--- config.mk ---
export PLATFORM = sky130hd
export DESIGN_NAME = id_operand_stage
export DESIGN_NICKNAME = d
export VERILOG_FILES = /design/src/rtl/id_operand_stage.sv
export SDC_FILE = /design/constraint.sdc
export NUM_CORES = 1
export LEC_CHECK = 0
export ABC_AREA = 1
export BUFFER_PORTS_ARGS = -buffer_cell sky130_fd_sc_hd__buf_2
export CAP_MARGIN = 10
export CORE_AREA = 2 2 122 124
export DETAILED_ROUTE_END_ITERATION = 12
export DIE_AREA = 0 0 124 126
export PLACE_DENSITY = 0.86
export SLEW_MARGIN = 20
export SYNTH_ARGS = -nofsm -noshare
export SYNTH_HDL_FRONTEND = slang
export SYNTH_SLANG_ARGS = --single-unit
--- constraint.sdc ---
create_clock -name clk -period 1.9 [get_ports clk]
set_clock_uncertainty 0.1 [all_clocks]
set_input_delay 0.19 -clock clk [delete_from_list [all_inputs] [get_ports clk]]
set_output_delay 0.19 -clock clk [all_outputs]
set_load 0.1 [all_outputs]
--- src/rtl/id_operand_stage.sv ---
// MIPS32 operand-fetch stage: register-file read, EX/MEM forwarding, immediate select,
// load-use bubble insertion and the ID/EX pipeline register.
module id_operand_stage #(
  parameter int unsigned DATA_W = 32,
  parameter int unsigned ADDR_W = 5,
  parameter int unsigned CNT_W  = 16
) (
  input  logic              clk,
  input  logic              rst,
  input  logic              id_valid,
  input  logic              id_rs_en,
  input  logic              id_rt_en,
  input  logic [ADDR_W-1:0] id_rs_addr,
  input  logic [ADDR_W-1:0] id_rt_addr,
  input  logic              id_use_imm,
  input  logic [DATA_W-1:0] id_imm,
  input  logic [7:0]        id_aluop,
  input  logic              id_wreg,
  input  logic [ADDR_W-1:0] id_wd,
  input  logic              id_is_load,
  output logic              reg_rd_en1,
  output logic              reg_rd_en2,
  output logic [ADDR_W-1:0] reg_rdaddr1,
  output logic [ADDR_W-1:0] reg_rdaddr2,
  input  logic [DATA_W-1:0] reg_rddata1,
  input  logic [DATA_W-1:0] reg_rddata2,
  input  logic              fwd_ex_wreg,
  input  logic [ADDR_W-1:0] fwd_ex_wd,
  input  logic [DATA_W-1:0] fwd_ex_wdata,
  input  logic              fwd_ex_is_load,
  input  logic              fwd_mem_wreg,
  input  logic [ADDR_W-1:0] fwd_mem_wd,
  input  logic [DATA_W-1:0] fwd_mem_wdata,
  input  logic              ex_stall,
  input  logic              flush,
  output logic              stall_req,
  output logic              idex_valid,
  output logic [7:0]        idex_aluop,
  output logic [DATA_W-1:0] idex_op1,
  output logic [DATA_W-1:0] idex_op2,
  output logic              idex_wreg,
  output logic [ADDR_W-1:0] idex_wd,
  output logic              idex_is_load,
  output logic [CNT_W-1:0]  perf_bubbles
);

  logic [DATA_W-1:0] op1_res;
  logic [DATA_W-1:0] op2_res;
  logic              rs_hit;
  logic              rt_hit;
  logic              load_use;

  assign reg_rd_en1  = id_valid & id_rs_en;
  assign reg_rdaddr1 = id_rs_addr;
  assign reg_rd_en2  = id_valid & id_rt_en & ~id_use_imm;
  assign reg_rdaddr2 = id_rt_addr;

  // A load in EX has no data yet, so it is never a forwarding source.
  function automatic logic [DATA_W-1:0] resolve(input logic              en,
                                                input logic [ADDR_W-1:0] addr,
                                                input logic [DATA_W-1:0] rf_data);
    if (!en || addr == '0) begin
      return '0;
    end else if (fwd_ex_wreg && fwd_ex_wd == addr && !fwd_ex_is_load) begin
      return fwd_ex_wdata;
    end else if (fwd_mem_wreg && fwd_mem_wd == addr) begin
      return fwd_mem_wdata;
    end else begin
      return rf_data;
    end
  endfunction

  always_comb begin
    op1_res = resolve(id_rs_en, id_rs_addr, reg_rddata1);
    op2_res = id_use_imm ? id_imm : resolve(id_rt_en, id_rt_addr, reg_rddata2);
  end

  assign rs_hit   = id_rs_en && fwd_ex_wd == id_rs_addr;
  assign rt_hit   = id_rt_en && !id_use_imm && fwd_ex_wd == id_rt_addr;
  assign load_use = id_valid && fwd_ex_is_load && fwd_ex_wreg && fwd_ex_wd != '0
                    && (rs_hit || rt_hit);

  assign stall_req = load_use | ex_stall;

  always_ff @(posedge clk) begin
    if (rst) begin
      idex_valid   <= 1'b0;
      idex_aluop   <= '0;
      idex_op1     <= '0;
      idex_op2     <= '0;
      idex_wreg    <= 1'b0;
      idex_wd      <= '0;
      idex_is_load <= 1'b0;
      perf_bubbles <= '0;
    end else if (flush || (!ex_stall && load_use)) begin
      idex_valid   <= 1'b0;
      idex_aluop   <= '0;
      idex_op1     <= '0;
      idex_op2     <= '0;
      idex_wreg    <= 1'b0;
      idex_wd      <= '0;
      idex_is_load <= 1'b0;
      // Only a genuine load-use bubble is counted; flush takes precedence.
      if (!flush && perf_bubbles != '1) begin
        perf_bubbles <= perf_bubbles + 1'b1;
      end
    end else if (!ex_stall) begin
      idex_valid   <= id_valid;
      idex_aluop   <= id_aluop;
      idex_op1     <= op1_res;
      idex_op2     <= op2_res;
      idex_wreg    <= id_wreg;
      idex_wd      <= id_wd;
      idex_is_load <= id_is_load;
    end
  end

endmodule

* After elaboration in Yosys (flattened, before gate mapping)
Cells that the tools add are included.
** Operators by class
- $add $sub $neg :: 1
- $mul :: 0
- Div/mod/pow operators :: 0
- Order comparisons :: 0
- Equal/unequal tests :: 5
- Shift operators :: 0
- Multiplexer cells :: 7
- Bitwise logic cells :: 5
- Reduce and logical (&&, ||, !) cells :: 30
** Operator list (number)
- $mux 32 :: 7
- $eq 5x5->1 :: 4
- $add 16x1->16 const B :: 1
- $ne 16x16->1 const B :: 1
- $logic_and 1x1->1 :: 15
- $logic_not 5->1 :: 2
- $logic_not 1->1 :: 6
- $reduce_bool 5->1 :: 1
- $logic_or 1x1->1 :: 4
- $and 1x1->1 :: 3
- $reduce_and 2->1 :: 1
- $reduce_or 2->1 :: 1
- $not 1->1 :: 1
- $or 1x1->1 :: 1
** Word-level totals
- Flip-flop bits (word level) :: 96
- Latch bits :: 0
- Bits in writable memories :: 0
- Memory bits (read-only) :: 0
- Bits of input ports :: 206
- Logic and storage cells :: 56
- Memories :: 0

* Longest topological paths before layout
- Depth after elaboration :: 8
- Depth in mapped cells :: 12
- Depth with buffers taken out :: 11

* Least setup slack after synthesis
OpenSTA, ideal clock, no wires.
- Kind :: reg-to-reg
- Start point :: register perf_bubbles[0]
- End point :: register perf_bubbles[5]
- Arrival time :: 2.294 ns
- Path slack :: -0.565 ns
- Stages on the path, launching flop included :: 11
- Clock period less this slack :: 2.465 ns
- Path through :: dfxtp_1 > ha_1 > inv_1 > nor3_4 > nand2_1 > nor2_1 > nor2_1 > nand4_4 > buf_4 > nand2_1 > a21oi_2
** On the way
- Word-level cells in the longest chain between the ends :: 3
- Elaborated cells on any way between the ends :: 4
** Ends and longest elaborated chain
- start, declared :: RTL line 44 : output logic [CNT_W-1:0] perf_bubbles
- start signal, assigned :: RTL line 105 : perf_bubbles <= perf_bubbles + 1'b1;
- branches (longest 3 deep; another with $add 16x1->16)
Parallel ways; which one is timed is not known.
A chain may end at the register's enable or synchronous reset.

* Worst setup path in the final report
- Start point :: register perf_bubbles[1]
- End point :: register perf_bubbles[2]
Same word-level chain as after synthesis.

==> flow_metrics.py <==
metrics = {
    "outcome": {
        "outcome": "finished clean",
    },
    "routing": {
        "m1WireLength_microns": 9656,
        "wl_per_cell_microns": 17.62,
        "drc": 0,
        "met3_length_microns": 2838,
        "dr_wl_met2_microns": 12050,
        "dr.pass1.iters": 5,
        "dr.first_iter.drc_count": 760,
        "top_layer": "met4",
        "wirelength_microns": 25800,
        "avgViaCountPerCell": 5.622,
        "vias": 8231,
        "detail-route-antenna-nets": 0,
    },
    "cells_and_area": {
        "area_growth_pct": 37.27,
        "fillers": 1357,
        "layout-drive-gt1-share": 0.3344,
        "layout.area.seq_sq_mm": 0.001957,
        "multiInputGateArea_sq_mm": 0.003696,
        "nets": 1479,
    },
    "run": {
        "drv_cap": 0,
    },
    "global_routing": {
        "grt_pass1_wl_microns": 39670,
        "antenna_found_initial": 3,
        "grtUsageTotal": 0.3238,
        "grt.overflow.total": 0,
        "first_global_vias": 7856,
        "grt_max_degree": 54,
    },
    "cts": {
        "cts_buffer_depth": 2,
        "post_cts_resized": 0,
        "clkTransAtPathRegs_ns": 0.08,
        "tritoncts": "done",
        "clockRootBuffer": "clkbuf_16",
        "cts_buffers": 9,
        "insertion_delay_ns": 0.36,
        "htree_levels": 3,
        "clock-sinks": 96,
    },
    "hold_path": {
        "hp-start": "id_valid",
        "min_path_type": "input pin to register",
    },
    "synth": {
        "syn-mean-instance-area_sq_um": 6.298,
        "synth_top_flop_cell": "dfxtp_1",
        "synth_nets": 1191,
        "async_reset_ff_frac": 0,
        "synth.distinct_cells": 35,
        "synth_edf_count": 0,
        "synthesis.area_sq_mm": 0.006197,
        "ys_seq_area_frac": 0.3101,
        "synth-seq-cells": 96,
        "yosysWarnings": 0,
        "syn_inst": 984,
    },
    "placement": {
        "gp_congestion": 0.9352,
        "dp_hpwl_microns": 18150,
        "port_buffers": 314,
        "dpl_worst_slack_ns": -0.05382,
    },
    "sta": {
        "slew-limit-headroom": 0.5781,
        "rsz0062_at_grt": "no",
        "setup_violations": 0,
        "max_clock_freq_mhz": 570.8,
        "tightest_slew_ns": 0.6329,
        "worst_slack_ns": 0.1482,
        "finalMaxSlewViolations": 0,
        "fin_setup_tns_ns": 0,
        "period_needed_ns": 1.752,
        "period_share": 0.9220,
        "hold_viol_final": 0,
    },
    "worst_setup_path": {
        "rrSetupSlack_ns": 0.15,
        "timing.rr.start": "perf_bubbles[1]",
        "cp.required_ns": 2.08,
        "startpoint": "perf_bubbles[1]",
        "critPathKind": "register to register",
        "arrival_ns": 1.93,
        "critPathMaxFanout": 16,
        "endpoint_kind": "register",
        "worstSetupStartpointType": "register",
    },
    "power": {
        "irDropWorstVdd_mv": 0.4184,
        "leakagePower_uw": 0.004320,
        "pwr_density_cell_mw_per_mm2": 657.9,
    },
    "floorplanning": {
        "num_rows": 44,
        "core-area_sq_mm": 0.01431,
        "die_x_microns": 124,
        "die_height_microns": 126,
        "initial_utilization": 0.4330,
        "die_area_sq_mm": 0.01562,
        "io_pins": 315,
    },
}
[metrics by stage]
stage          cell area [sq um]  hold WS, ns  instances  power [uW]    util
4_1_cts                     8499      0.03841       1461        5570  0.5938
6_report                    8507      0.04286       1464        5596  0.5943
3_3_place_gp                8025       0.3379       1429        3639  0.5607
2_1_floorplan               6250       0.2338        984        3115       -
3_5_place_dp                8025       0.3451       1429        3651  0.5607
5_1_grt                     8504      0.06800       1463        5789  0.5941
[where the power goes]
part | internal, uW | switching (uW) | leakage, uW
sequential | 2060 | 31.7 | 0.000790
clock | 953 | 984 | 0.000151
combinational | 435 | 1140 | 0.00338
total | 3440 | 2150 | 0.00432
[Yosys cell counts (2+ instances only)]
cell      instances  share of area
nand2_2          12          0.012
a21oi_2          12          0.017
clkbuf_1         52          0.031
nor4_1            2         0.0020
xor2_1           12          0.017
or2_1             9         0.0091
nand4_1          71          0.072
o21ai_0          41          0.033
nand2_1         262           0.16
nor2_2            2         0.0020
or2_2             4         0.0040
buf_4            14          0.017
xnor2_1           5         0.0071
or2_0            19          0.019
a21oi_1          86          0.069
inv_2             7         0.0042
inv_1            61          0.037
nand3_1         105          0.085
o21ai_1          25          0.020
o22ai_1           4         0.0040
buf_1             4         0.0024
buf_2            12         0.0097
dfxtp_1          96           0.31
nor3_1            5         0.0040
nor2_1           52          0.031
[state kept, by name, summed over array words and instances (netlist names)]
| name | cells |
|---|---|
| idex_aluop | 8 |
| idex_op1 | 32 |
| idex_wreg | 1 |
| idex_valid | 1 |
| perf_bubbles | 16 |
| idex_op2 | 32 |
| idex_wd | 5 |
| idex_is_load | 1 |
[worst max-delay path, cell delays in order (launching register included)]
cell	delay [ns]
dfxtp_4	0.37
ha_4	0.16
inv_1	0.12
nor3_4	0.06
nand2_1	0.09
nor2_1	0.06
nor2_2	0.15
inv_1	0.09
nor2_4	0.11
buf_12	0.16
nand2_1	0.06
a21oi_1	0.13
[placed cells by master, fill, tap and decap left out, types with 3 or more instances in the layout]
| cell | n |
|---|---|
| xor2_1 | 12 |
| o21ai_1 | 25 |
| diode_2 | 3 |
| clkbuf_16 | 9 |
| o22ai_1 | 4 |
| a21oi_2 | 10 |
| nor2_1 | 48 |
| xnor2_1 | 5 |
| inv_1 | 60 |
| dfxtp_4 | 6 |
| buf_12 | 8 |
| dfxtp_2 | 10 |
| nand3_1 | 105 |
| buf_2 | 313 |
| nor2_4 | 3 |
| or2_0 | 19 |
| nand2_1 | 262 |
| nand2_2 | 12 |
| or2_1 | 9 |
| nand4_1 | 71 |
| dlygate4sd3_1 | 15 |
| nor3_1 | 5 |
| inv_8 | 4 |
| a21oi_1 | 86 |
| buf_4 | 24 |
| o21ai_0 | 41 |
| inv_2 | 8 |
| or2_2 | 4 |
| nor2_2 | 4 |
| dfxtp_1 | 80 |
[layout make-up]
class	count	share of cell area
multi-input combinational	737	0.4345
timing repair buffer	360	0.2418
sequential	96	0.2300
inverter	68	0.03000
tap	184	0.02706
clock buffer	9	0.02647
clock inverter	7	0.009266
antenna	3	0.0008825
[metal layers]
| metal | vias up | GRT usage |
|---|---|---|
| li1 | 3844 | - |
| met1 | 3709 | 0.3868 |
| met2 | 574 | 0.5229 |
| met3 | 104 | 0.07835 |
| met4 | 0 | 0.1910 |
| met5 | - | 0 |
[kinds of logic (layout without fill, tap and decap cells)]
| kind of cell | Yosys count | count (layout) | synth area share |
|---|---|---|---|
| DFF | 96 | 96 | 0.3101 |
| adders and majority gates | 1 | 1 | 0.002019 |
| buffers and inverters | 151 | 444 | 0.1036 |
| other | 0 | 3 | 0 |
| xor gates and xnor gates | 17 | 17 | 0.02403 |
| and+or+nand+nor | 551 | 551 | 0.4165 |
| AOI/OAI and AO/OA | 168 | 168 | 0.1438 |
[final timing paths]
| check | endpoint | cells after the start |
|---|---|---|
| worst max-delay path | perf_bubbles[2] | 11 |
| worst min-delay path | idex_valid | 3 |
| worst max register to register | perf_bubbles[2] | 11 |
| worst min register to register | idex_aluop[3] | 2 |
[repair_timing]
action                                 4_1_cts  5_1_grt
setup endpoints to repair                   16        0
buffers inserted                             1        0
hold buffers                                15        0
endpoints found under the hold margin       15        0
(Power assumes the default switching activity.)
